## config.mk

```make
export PLATFORM = sky130hd
export DESIGN_NAME = fp_to_int_pipe
export DESIGN_NICKNAME = d
export VERILOG_FILES = /design/src/rtl/fp_cvt_pkg.sv /design/src/rtl/fp_round_sat.sv /design/src/rtl/fp_to_int_pipe.sv
export SDC_FILE = /design/constraint.sdc
export NUM_CORES = 1
export LEC_CHECK = 0
export CAP_MARGIN = 20
export CORE_ASPECT_RATIO = 1.5
export CORE_MARGIN = 2
export CORE_UTILIZATION = 33
export DETAILED_ROUTE_END_ITERATION = 16
export SLEW_MARGIN = 5
export SYNTH_ARGS = -nofsm -noshare
export SYNTH_HDL_FRONTEND = slang
export SYNTH_SLANG_ARGS = --single-unit
```

## constraint.sdc

```tcl
create_clock -name clk -period 5.5 [get_ports clk]
set_clock_uncertainty 0.1 [all_clocks]
set_input_delay 0.55 -clock clk [delete_from_list [all_inputs] [get_ports clk]]
set_output_delay 0.55 -clock clk [all_outputs]
set_load 0.01 [all_outputs]
```

## src/rtl/fp_cvt_pkg.sv

```systemverilog
// Shared constants, rounding-mode and operand-class encodings for the FP-to-integer converter.
// Also holds the stage-1 unpack helper so the field layout lives in one place.
package fp_cvt_pkg;

  localparam int FP_EXP_W  = 8;
  localparam int FP_FRAC_W = 23;
  localparam int FP_BIAS   = 127;

  typedef enum logic [1:0] {
    RM_TRUNC = 2'b00,
    RM_RNE   = 2'b01,
    RM_FLOOR = 2'b10,
    RM_CEIL  = 2'b11
  } rnd_mode_t;

  typedef enum logic [1:0] {
    FC_ZERO = 2'b00,  // zero or denormal
    FC_NORM = 2'b01,
    FC_INF  = 2'b10,
    FC_NAN  = 2'b11
  } fp_class_t;

  // exp is the unbiased exponent in two's complement, range -127..128
  typedef struct packed {
    logic             sign;
    logic [9:0]       exp;
    logic [FP_FRAC_W:0] mant;
    fp_class_t        cls;
    rnd_mode_t        rnd;
  } unpacked_t;

  function automatic unpacked_t fp_unpack(input logic [31:0] fp, input logic [1:0] rnd);
    unpacked_t u;
    logic [FP_EXP_W-1:0] bexp;
    bexp   = fp[30:23];
    u.sign = fp[31];
    u.exp  = {2'b00, bexp} - 10'(FP_BIAS);
    u.mant = {bexp != 8'd0, fp[22:0]};
    if (bexp == 8'd0)
      u.cls = FC_ZERO;
    else if (bexp == 8'hFF)
      u.cls = (fp[22:0] != 23'd0) ? FC_NAN : FC_INF;
    else
      u.cls = FC_NORM;
    u.rnd = rnd_mode_t'(rnd);
    return u;
  endfunction

endpackage

```

## src/rtl/fp_round_sat.sv

```systemverilog
// Stage-2 combinational datapath: align the mantissa to an integer, round in the
// magnitude domain, then range-check and saturate into the INT_W-bit result.
module fp_round_sat
  import fp_cvt_pkg::*;
#(
  parameter int INT_W      = 8,
  parameter bit SIGNED_OUT = 1'b0
) (
  input  logic             sign,
  input  logic [9:0]       exp,
  input  logic [23:0]      mant,
  input  logic [1:0]       cls,
  input  logic [1:0]       rnd,
  output logic [INT_W-1:0] res,
  output logic             ovf,
  output logic             inv,
  output logic             inex
);

  localparam logic [32:0] UMAX = (33'd1 << INT_W) - 33'd1;
  localparam logic [32:0] SPOS = (33'd1 << (INT_W - 1)) - 33'd1;
  localparam logic [32:0] SNEG = 33'd1 << (INT_W - 1);
  localparam logic [INT_W-1:0] MAX_CODE = SIGNED_OUT ? SPOS[INT_W-1:0] : UMAX[INT_W-1:0];
  localparam logic [INT_W-1:0] MIN_CODE = SIGNED_OUT ? SNEG[INT_W-1:0] : '0;

  logic signed [9:0] e;
  logic [4:0]  rsh;
  logic [3:0]  lsh;
  logic [47:0] ext;
  logic [32:0] mag;
  logic [32:0] mag_r;
  logic        guard;
  logic        sticky;
  logic        big;
  logic        inc;

  assign e   = $signed(exp);
  assign rsh = 5'd23 - exp[4:0];   // 0..24 for e in -1..23
  assign lsh = exp[3:0] - 4'd7;    // 1..8 for e in 24..31

  always_comb begin
    ext    = '0;
    mag    = '0;
    guard  = 1'b0;
    sticky = 1'b0;
    big    = 1'b0;
    if (e < -1) begin
      sticky = |mant;
    end else if (e <= 23) begin
      // Mantissa sits above 24 zero bits so the shifted-out part keeps guard and sticky.
      ext    = {mant, 24'd0} >> rsh;
      mag    = {9'd0, ext[47:24]};
      guard  = ext[23];
      sticky = |ext[22:0];
    end else if (e <= 31) begin
      mag = {9'd0, mant} << lsh;
    end else begin
      big = 1'b1;
    end
  end

  always_comb begin
    inc = 1'b0;
    case (rnd_mode_t'(rnd))
      RM_TRUNC: inc = 1'b0;
      RM_RNE:   inc = guard && (sticky || mag[0]);
      RM_FLOOR: inc = sign && (guard || sticky);
      RM_CEIL:  inc = !sign && (guard || sticky);
      default:  inc = 1'b0;
    endcase
  end

  assign mag_r = mag + {32'd0, inc};

  always_comb begin
    res = '0;
    ovf = 1'b0;
    inv = 1'b0;
    case (fp_class_t'(cls))
      FC_NAN: inv = 1'b1;
      FC_INF: begin
        ovf = 1'b1;
        res = sign ? MIN_CODE : MAX_CODE;
      end
      default: begin
        if (!SIGNED_OUT) begin
          if (sign && (big || mag_r != 33'd0)) begin
            ovf = 1'b1;
          end else if (big || mag_r > UMAX) begin
            res = MAX_CODE;
            ovf = 1'b1;
          end else begin
            res = mag_r[INT_W-1:0];
          end
        end else if (sign) begin
          if (big || mag_r > SNEG) begin
            res = MIN_CODE;
            ovf = 1'b1;
          end else begin
            res = '0 - mag_r[INT_W-1:0];
          end
        end else if (big || mag_r > SPOS) begin
          res = MAX_CODE;
          ovf = 1'b1;
        end else begin
          res = mag_r[INT_W-1:0];
        end
      end
    endcase
  end

  assign inex = guard || sticky || ovf || inv;

endmodule

```

## src/rtl/fp_to_int_pipe.sv

```systemverilog
// Two-stage binary32-to-integer converter with valid/ready on both sides.
// Stage 1 registers the unpacked operand, stage 2 registers the rounded/saturated result.
module fp_to_int_pipe
  import fp_cvt_pkg::*;
#(
  parameter int INT_W      = 8,
  parameter bit SIGNED_OUT = 1'b0
) (
  input  logic             clk,
  input  logic             rst_n,
  input  logic             in_valid,
  output logic             in_ready,
  input  logic [31:0]      in_fp,
  input  logic [1:0]       in_rnd,
  output logic             out_valid,
  input  logic             out_ready,
  output logic [INT_W-1:0] out_int,
  output logic             out_ovf,
  output logic             out_inv,
  output logic             out_inex
);

  logic       s1_v_reg;
  unpacked_t  s1_reg;
  logic       s2_v_reg;
  logic       s1_rdy;
  logic       s2_rdy;

  logic [INT_W-1:0] res_next;
  logic             ovf_next;
  logic             inv_next;
  logic             inex_next;

  // Each stage may load whenever the stage after it is draining, so no bubbles under backpressure.
  assign s2_rdy   = !s2_v_reg || out_ready;
  assign s1_rdy   = !s1_v_reg || s2_rdy;
  assign in_ready = s1_rdy;

  always_ff @(posedge clk or negedge rst_n) begin
    if (!rst_n) begin
      s1_v_reg <= 1'b0;
      s1_reg   <= '0;
    end else if (s1_rdy) begin
      s1_v_reg <= in_valid;
      if (in_valid)
        s1_reg <= fp_unpack(in_fp, in_rnd);
    end
  end

  fp_round_sat #(
    .INT_W      (INT_W),
    .SIGNED_OUT (SIGNED_OUT)
  ) u_round_sat (
    .sign (s1_reg.sign),
    .exp  (s1_reg.exp),
    .mant (s1_reg.mant),
    .cls  (s1_reg.cls),
    .rnd  (s1_reg.rnd),
    .res  (res_next),
    .ovf  (ovf_next),
    .inv  (inv_next),
    .inex (inex_next)
  );

  always_ff @(posedge clk or negedge rst_n) begin
    if (!rst_n) begin
      s2_v_reg <= 1'b0;
      out_int  <= '0;
      out_ovf  <= 1'b0;
      out_inv  <= 1'b0;
      out_inex <= 1'b0;
    end else if (s2_rdy) begin
      s2_v_reg <= s1_v_reg;
      if (s1_v_reg) begin
        out_int  <= res_next;
        out_ovf  <= ovf_next;
        out_inv  <= inv_next;
        out_inex <= inex_next;
      end
    end
  end

  assign out_valid = s2_v_reg;

endmodule

```

==> results.sh, run 1 <==
export IMPL_overflow=0
export IMPL_wl_per_cell_um=20.4
export IMPL_root_buffer="clkbuf_16"
export IMPL_outcome="complete, but fails checks"
export IMPL_cts_tree="done"
export IMPL_synth_top_area_share_pct=18.8
export IMPL_drtIter0Drc=487
export IMPL_worstSkewPairLatency_ns=0.31
export IMPL_utilization_pct=42.6
export IMPL_post_dp_hpwl_um=18700
export IMPL_r2r_end="out_int[0]"
export IMPL_syn_area_per_cell_um2=9.29
export IMPL_crit_path_max_fanout=7
export IMPL_hold_viol_final=0
export IMPL_drive_gt1_share_pct=36.0
export IMPL_gp_congestion=0.985
export IMPL_routed_wl_um=22900
export IMPL_worst_r2r_cell_count=21
export IMPL_yosys_area_top_type="dfrtp_1"
export IMPL_start_util_pct=33.5
export IMPL_nets=904
export IMPL_setup_violations=10
export IMPL_failed_checks="setup timing"
export IMPL_ys_top_cells_by_area="dfrtp_1 (19%), mux4_2 (14%), mux2_2 (11%)"
export IMPL_antenna_left=0
export IMPL_clock_sinks=51
export IMPL_synth_area_mm2=0.00679
export IMPL_arrival_ns=6.01
export IMPL_die_area_mm2=0.0218
export IMPL_tns_ns=-3.17
export IMPL_peakVddDrop_uv=215
export IMPL_rsz0062_at_grt="yes"
export IMPL_r2r_start="s1_reg[28]"
export IMPL_vias=6664
export IMPL_core_area_mm2=0.0203
export IMPL_criticalPathCategory="reg -> reg"
export IMPL_startpoint_type="flop"
export IMPL_ys_types=96
export IMPL_max_slew_margin_pct=34.0
export IMPL_largest_reg_flops=38
export IMPL_powerDensity_mw_per_mm2=323
export IMPL_min_period_ns=5.88
export IMPL_numCtsBuffers=5
export IMPL_slew_violations=0
export IMPL_die_w_um=121
export IMPL_yosysMostFrequentCell="mux2_2"
export IMPL_io_pins=51
export IMPL_synth_edf_count=0
export IMPL_grt_max_degree=52
export IMPL_synth_seq_cells=51
export IMPL_clock_path_buffers=2
export IMPL_h_tree_depth=2
export IMPL_min_path_type="in -> async"
export IMPL_worstPathRequired_ns=5.63
export IMPL_clock_fmax_ghz=0.170
export IMPL_fin_crit_sh_pct=107
export IMPL_async_reset_ff_share_pct=100
export IMPL_worst_slew_pin_slew_ns=0.983
export IMPL_grt_pass1_vias=6457
export IMPL_synth_commonest_cells="mux2_2 (68), nand2_1 (62), dfrtp_1 (51)"
export IMPL_leakagePower_nw=3.46
export IMPL_synth_cells=731
export IMPL_yosys_warnings=0
export IMPL_maxCapViolCount=0
export IMPL_track_usage_pct=21.0
export IMPL_syn_num_nets=776
export IMPL_fin_ws_ns=-0.380
export IMPL_rows=64
export IMPL_endpoint_kind="flop"
export IMPL_die_height_um=180
export IMPL_r2r_slack_ns=-0.38
export IMPL_grt_pass1_wl_um=35900
export IMPL_firstDrtPassIters=5
export IMPL_antenna_found_initial=0
export IMPL_viasPerCell=5.93
export IMPL_yosysSeqAreaShare_pct=18.8
export IMPL_ys_flop_type="dfrtp_1"
export IMPL_clkTransAtPathRegs_ns=0.07
export IMPL_io_buffers=50
export IMPL_drc=0
export IMPL_diodes=0
export IMPL_area_growth_pct=27.2
-- kinds of logic after synthesis --
logic type / Yosys count / synth area share, %
and+or+nand+nor: 242 / 19.4
AOI/OAI and AO/OA: 164 / 18.1
muxes: 155 / 31.7
buffers and inverters: 88 / 7.15
DFF: 51 / 18.8
xor gates and xnor gates: 24 / 3.59
adders and majority gates: 7 / 1.29
-- routing by layer --
metal  track usage [%]  share of wire (%)  vias to the layer above
met3              2.57                4.5                       79
met2              36.6                 51                      274
met5                 0                  0                        -
met4              12.7                6.9                        0
li1                  -                  -                     3098
met1              24.1                 37                     3213
-- critical path, stage by stage, from the launching register on --
cell      delay, ns
dfrtp_4        0.50
mux4_2         0.54
mux2_4         0.30
or4b_4         0.54
or3b_4         0.40
nor3_4         0.13
o21a_1         0.13
o21ai_1        0.06
a32o_2         0.30
o21ai_2        0.14
a211oi_2       0.08
ha_2           0.22
ha_4           0.16
inv_4          0.06
a221oi_4       0.04
nand2_2        0.13
nor4b_4        0.06
or3_1          0.35
a221o_1        0.30
or4_4          0.49
or4b_4         0.58
a32oi_2        0.23
-- power by group --
group	internal, mW	total [mW]	switching, mW
combinational	0.954	1.94	0.991
clock	0.182	0.334	0.152
sequential	0.448	0.514	0.0655
total	1.59	2.79	1.21
-- cells in the final DEF, fill, tap and decap left out, types with 6 or more instances in the layout --
cell	n
mux4_2	41
nand3_1	19
nor2_1	48
and3_1	7
nor3_1	13
mux2i_1	43
o2bb2ai_1	6
inv_1	15
nand2_1	60
o21ai_0	22
nor4_1	18
nand2b_1	6
xnor2_1	13
dfrtp_1	49
o221ai_1	7
nand4_1	10
a21oi_1	21
clkdlybuf4s50_1	49
o31ai_1	9
o211ai_1	8
or2_2	6
mux2_2	66
buf_4	132
o22ai_1	9
xor2_1	8
and2_1	7
-- metrics by stage --
| stage | instance area [um^2] | total power, mW | cells | hold slack [ns] | setup WS [ns] |
|---|---|---|---|---|---|
| after floorplan | 6840 | 1.68 | 731 | 0.154 | -0.416 |
| after global placement | 8310 | 2.36 | 1110 | 0.364 | -0.720 |
| after detailed placement | 8310 | 2.37 | 1110 | 0.371 | -0.759 |
| after CTS | 8580 | 2.76 | 1124 | 0.275 | -0.390 |
| after global routing | 8640 | 2.94 | 1124 | 0.304 | -0.555 |
| final | 8640 | 2.79 | 1124 | 0.247 | -0.380 |
-- how the worst max path moves through the flow --
stage	slack (ns)	cells past startpoint	from	to
floorplan	-0.42	24	s1_reg[28]	out_int[0]
global placement	-0.72	22	s1_reg[28]	out_inex
detailed placement	-0.76	26	s1_reg[28]	out_inex
CTS	-0.39	21	s1_reg[28]	out_int[0]
global route	-0.55	21	s1_reg[28]	out_int[0]
finish	-0.38	21	s1_reg[28]	out_int[0]
-- layout make-up --
cell class	instances	area (um^2)
flip-flops and latches	51	1280
well taps	264	330
clock inverters	2	13.8
clock buffers	6	139
repair buffers	188	1590
inverters	21	83.8
fillers	2008	11600
multi-input cells	592	5190
-- timing repair --
| item | 4_1_cts | 5_1_grt |
|---|---|---|
| hold buffers | 0 | 0 |
| resized for setup | 18 | 10 |
| endpoints found under the setup margin | 10 | 10 |
| pin swaps | 17 | 11 |
| hold endpoints to repair | 0 | 0 |
| buffers inserted | 6 | 0 |
No activity file was read; power rests on OpenSTA's default activity.
==> run 2: changes to the inputs <==
--- a/config.mk
+++ b/config.mk
@@ -10,6 +10,7 @@
 export CORE_MARGIN = 2
 export CORE_UTILIZATION = 33
 export DETAILED_ROUTE_END_ITERATION = 16
+export PLACE_DENSITY_LB_ADDON = 0.05
 export SLEW_MARGIN = 5
 export SYNTH_ARGS = -nofsm -noshare
 export SYNTH_HDL_FRONTEND = slang
==> results.sh, run 2 (synthesis gave the netlist of run 1 again) <==
export IMPL_outcome="complete, but fails checks"
export IMPL_failed_checks="setup timing"
export IMPL_viasPerCell=5.83
export IMPL_die_height_um=180
export IMPL_leakagePower_nw=3.56
export IMPL_vias=6698
export IMPL_die_area_mm2=0.0218
export IMPL_worstSkewPairLatency_ns=0.31
export IMPL_grt_pass1_wl_um=41000
export IMPL_grt_pass1_vias=6966
export IMPL_maxCapViolCount=0
export IMPL_final_common_cell="buf_4"
export IMPL_r2r_slack_ns=-0.35
export IMPL_placed_cell_area_mm2=0.00846
export IMPL_wl_per_cell_um=23.1
export IMPL_worst_r2r_cell_count=22
export IMPL_startpoint_type="flop"
export IMPL_drc=0
export IMPL_nets=929
export IMPL_max_slew_margin_pct=34.6
export IMPL_clock_sinks=51
export IMPL_h_tree_depth=2
export IMPL_setup_violations=10
export IMPL_drtIter0Drc=327
export IMPL_track_usage_pct=24.7
export IMPL_overflow=0
export IMPL_start_util_pct=33.5
export IMPL_cts_tree="done"
export IMPL_fin_crit_sh_pct=106
export IMPL_io_buffers=50
export IMPL_hold_viol_final=0
export IMPL_post_dp_hpwl_um=21800
export IMPL_antenna_left=0
export IMPL_arrival_ns=5.99
export IMPL_clock_fmax_ghz=0.171
export IMPL_endpoint_kind="flop"
export IMPL_slew_violations=0
export IMPL_layout_common_cells="buf_4 (156), mux2_2 (66), nand2_1 (60)"
export IMPL_rsz0062_at_grt="yes"
export IMPL_routed_wl_um=26500
export IMPL_criticalPathCategory="reg -> reg"
export IMPL_antenna_found_initial=0
export IMPL_clock_path_buffers=2
export IMPL_min_path_type="in -> async"
export IMPL_dp_cells=1132
export IMPL_largest_reg_flops=38
export IMPL_powerDensity_mw_per_mm2=328
export IMPL_fin_ws_ns=-0.354
export IMPL_worst_slew_pin_slew_ns=0.977
export IMPL_firstDrtPassIters=5
export IMPL_grt_max_degree=52
export IMPL_rows=64
export IMPL_drive_gt1_share_pct=37.9
export IMPL_area_growth_pct=29.7
export IMPL_io_pins=51
export IMPL_diodes=0
export IMPL_stdcell_count=1149
export IMPL_numCtsBuffers=5
export IMPL_fin_area_mm2=0.00881
export IMPL_finalPower_mw=2.89
export IMPL_peakVddDrop_uv=133
export IMPL_worstPathRequired_ns=5.63
export IMPL_clkTransAtPathRegs_ns=0.08
export IMPL_root_buffer="clkbuf_16"
export IMPL_crit_path_max_fanout=6
export IMPL_core_area_mm2=0.0203
export IMPL_min_period_ns=5.85
export IMPL_die_w_um=121
export IMPL_gp_congestion=0.934
## run 2: cell types whose count changed in the layout (fill, tap and decap cells not counted), sizes merged
cell      change
buf          +25
inv           -1
clkinvlp      +1
## run 2: through the flow
step,util [%],setup TNS [ns],hold WS (ns),setup WS (ns)
2_1_floorplan,-,-3.90,0.154,-0.416
3_3_place_gp,41.7,-4.33,0.361,-0.521
3_5_place_dp,41.7,-5.32,0.369,-0.643
4_1_cts,43.1,-3.61,0.282,-0.414
5_1_grt,43.5,-4.98,0.302,-0.527
6_report,43.5,-3.21,0.233,-0.354
## run 2: where the power goes
| part | internal (mW) | total (mW) | switching (mW) | leakage, nW |
|---|---|---|---|---|
| Combinational | 0.975 | 2.02 | 1.05 | 2.89 |
| Sequential | 0.448 | 0.511 | 0.0630 | 0.598 |
| Clock | 0.183 | 0.353 | 0.170 | 0.0731 |
## run 2: metal layers
layer / vias up / part of all wire (%) / GRT usage (%)
met1: 3291 / 37 / 27.3
li1: 3132 / - / -
met3: 67 / 3.6 / 2.79
met4: 0 / 7.1 / 15.3
met5: - / 0 / 0
met2: 208 / 53 / 44.0
## run 2: path summary, 6_finish.rpt
kind                       startpoint    endpoint
setup / recovery           s1_reg[28]  out_int[5]
hold / removal                  rst_n  out_int[5]
setup reg to reg           s1_reg[28]  out_int[5]
hold reg to reg               out_ovf     out_ovf
max in group asynchronous       rst_n  s1_reg[28]
min in group clk              out_ovf     out_ovf
## run 2: timing repair
action,CTS,global route
hold endpoints to repair,0,0
gates resized for setup,16,13
setup endpoints to repair,10,10
hold buffers,0,0
pin swaps,17,8
buffers inserted,6,3
## run 2: cell type report
class | count | area (um^2)
inverter | 21 | 83.8
sequential | 51 | 1280
timing repair buffer | 213 | 1770
multi-input combinational | 592 | 5180
fill | 2023 | 11500
tap | 264 | 330
clock buffer | 6 | 139
clock inverter | 2 | 16.3
## run 2: critical path, cell delays in order (launching register included)
cell,delay (ns)
dfrtp_4,0.47
buf_6,0.14
mux4_2,0.50
mux2_4,0.29
or4b_4,0.51
or3b_4,0.42
nor3_4,0.12
o21a_1,0.14
o21ai_2,0.06
a32o_2,0.30
o21ai_2,0.15
a211oi_2,0.08
ha_2,0.19
ha_4,0.16
inv_4,0.06
a221oi_4,0.04
nand2_2,0.14
nor4b_4,0.06
or3_1,0.35
a221o_1,0.30
or4_4,0.42
or4b_4,0.55
a32oi_1,0.22
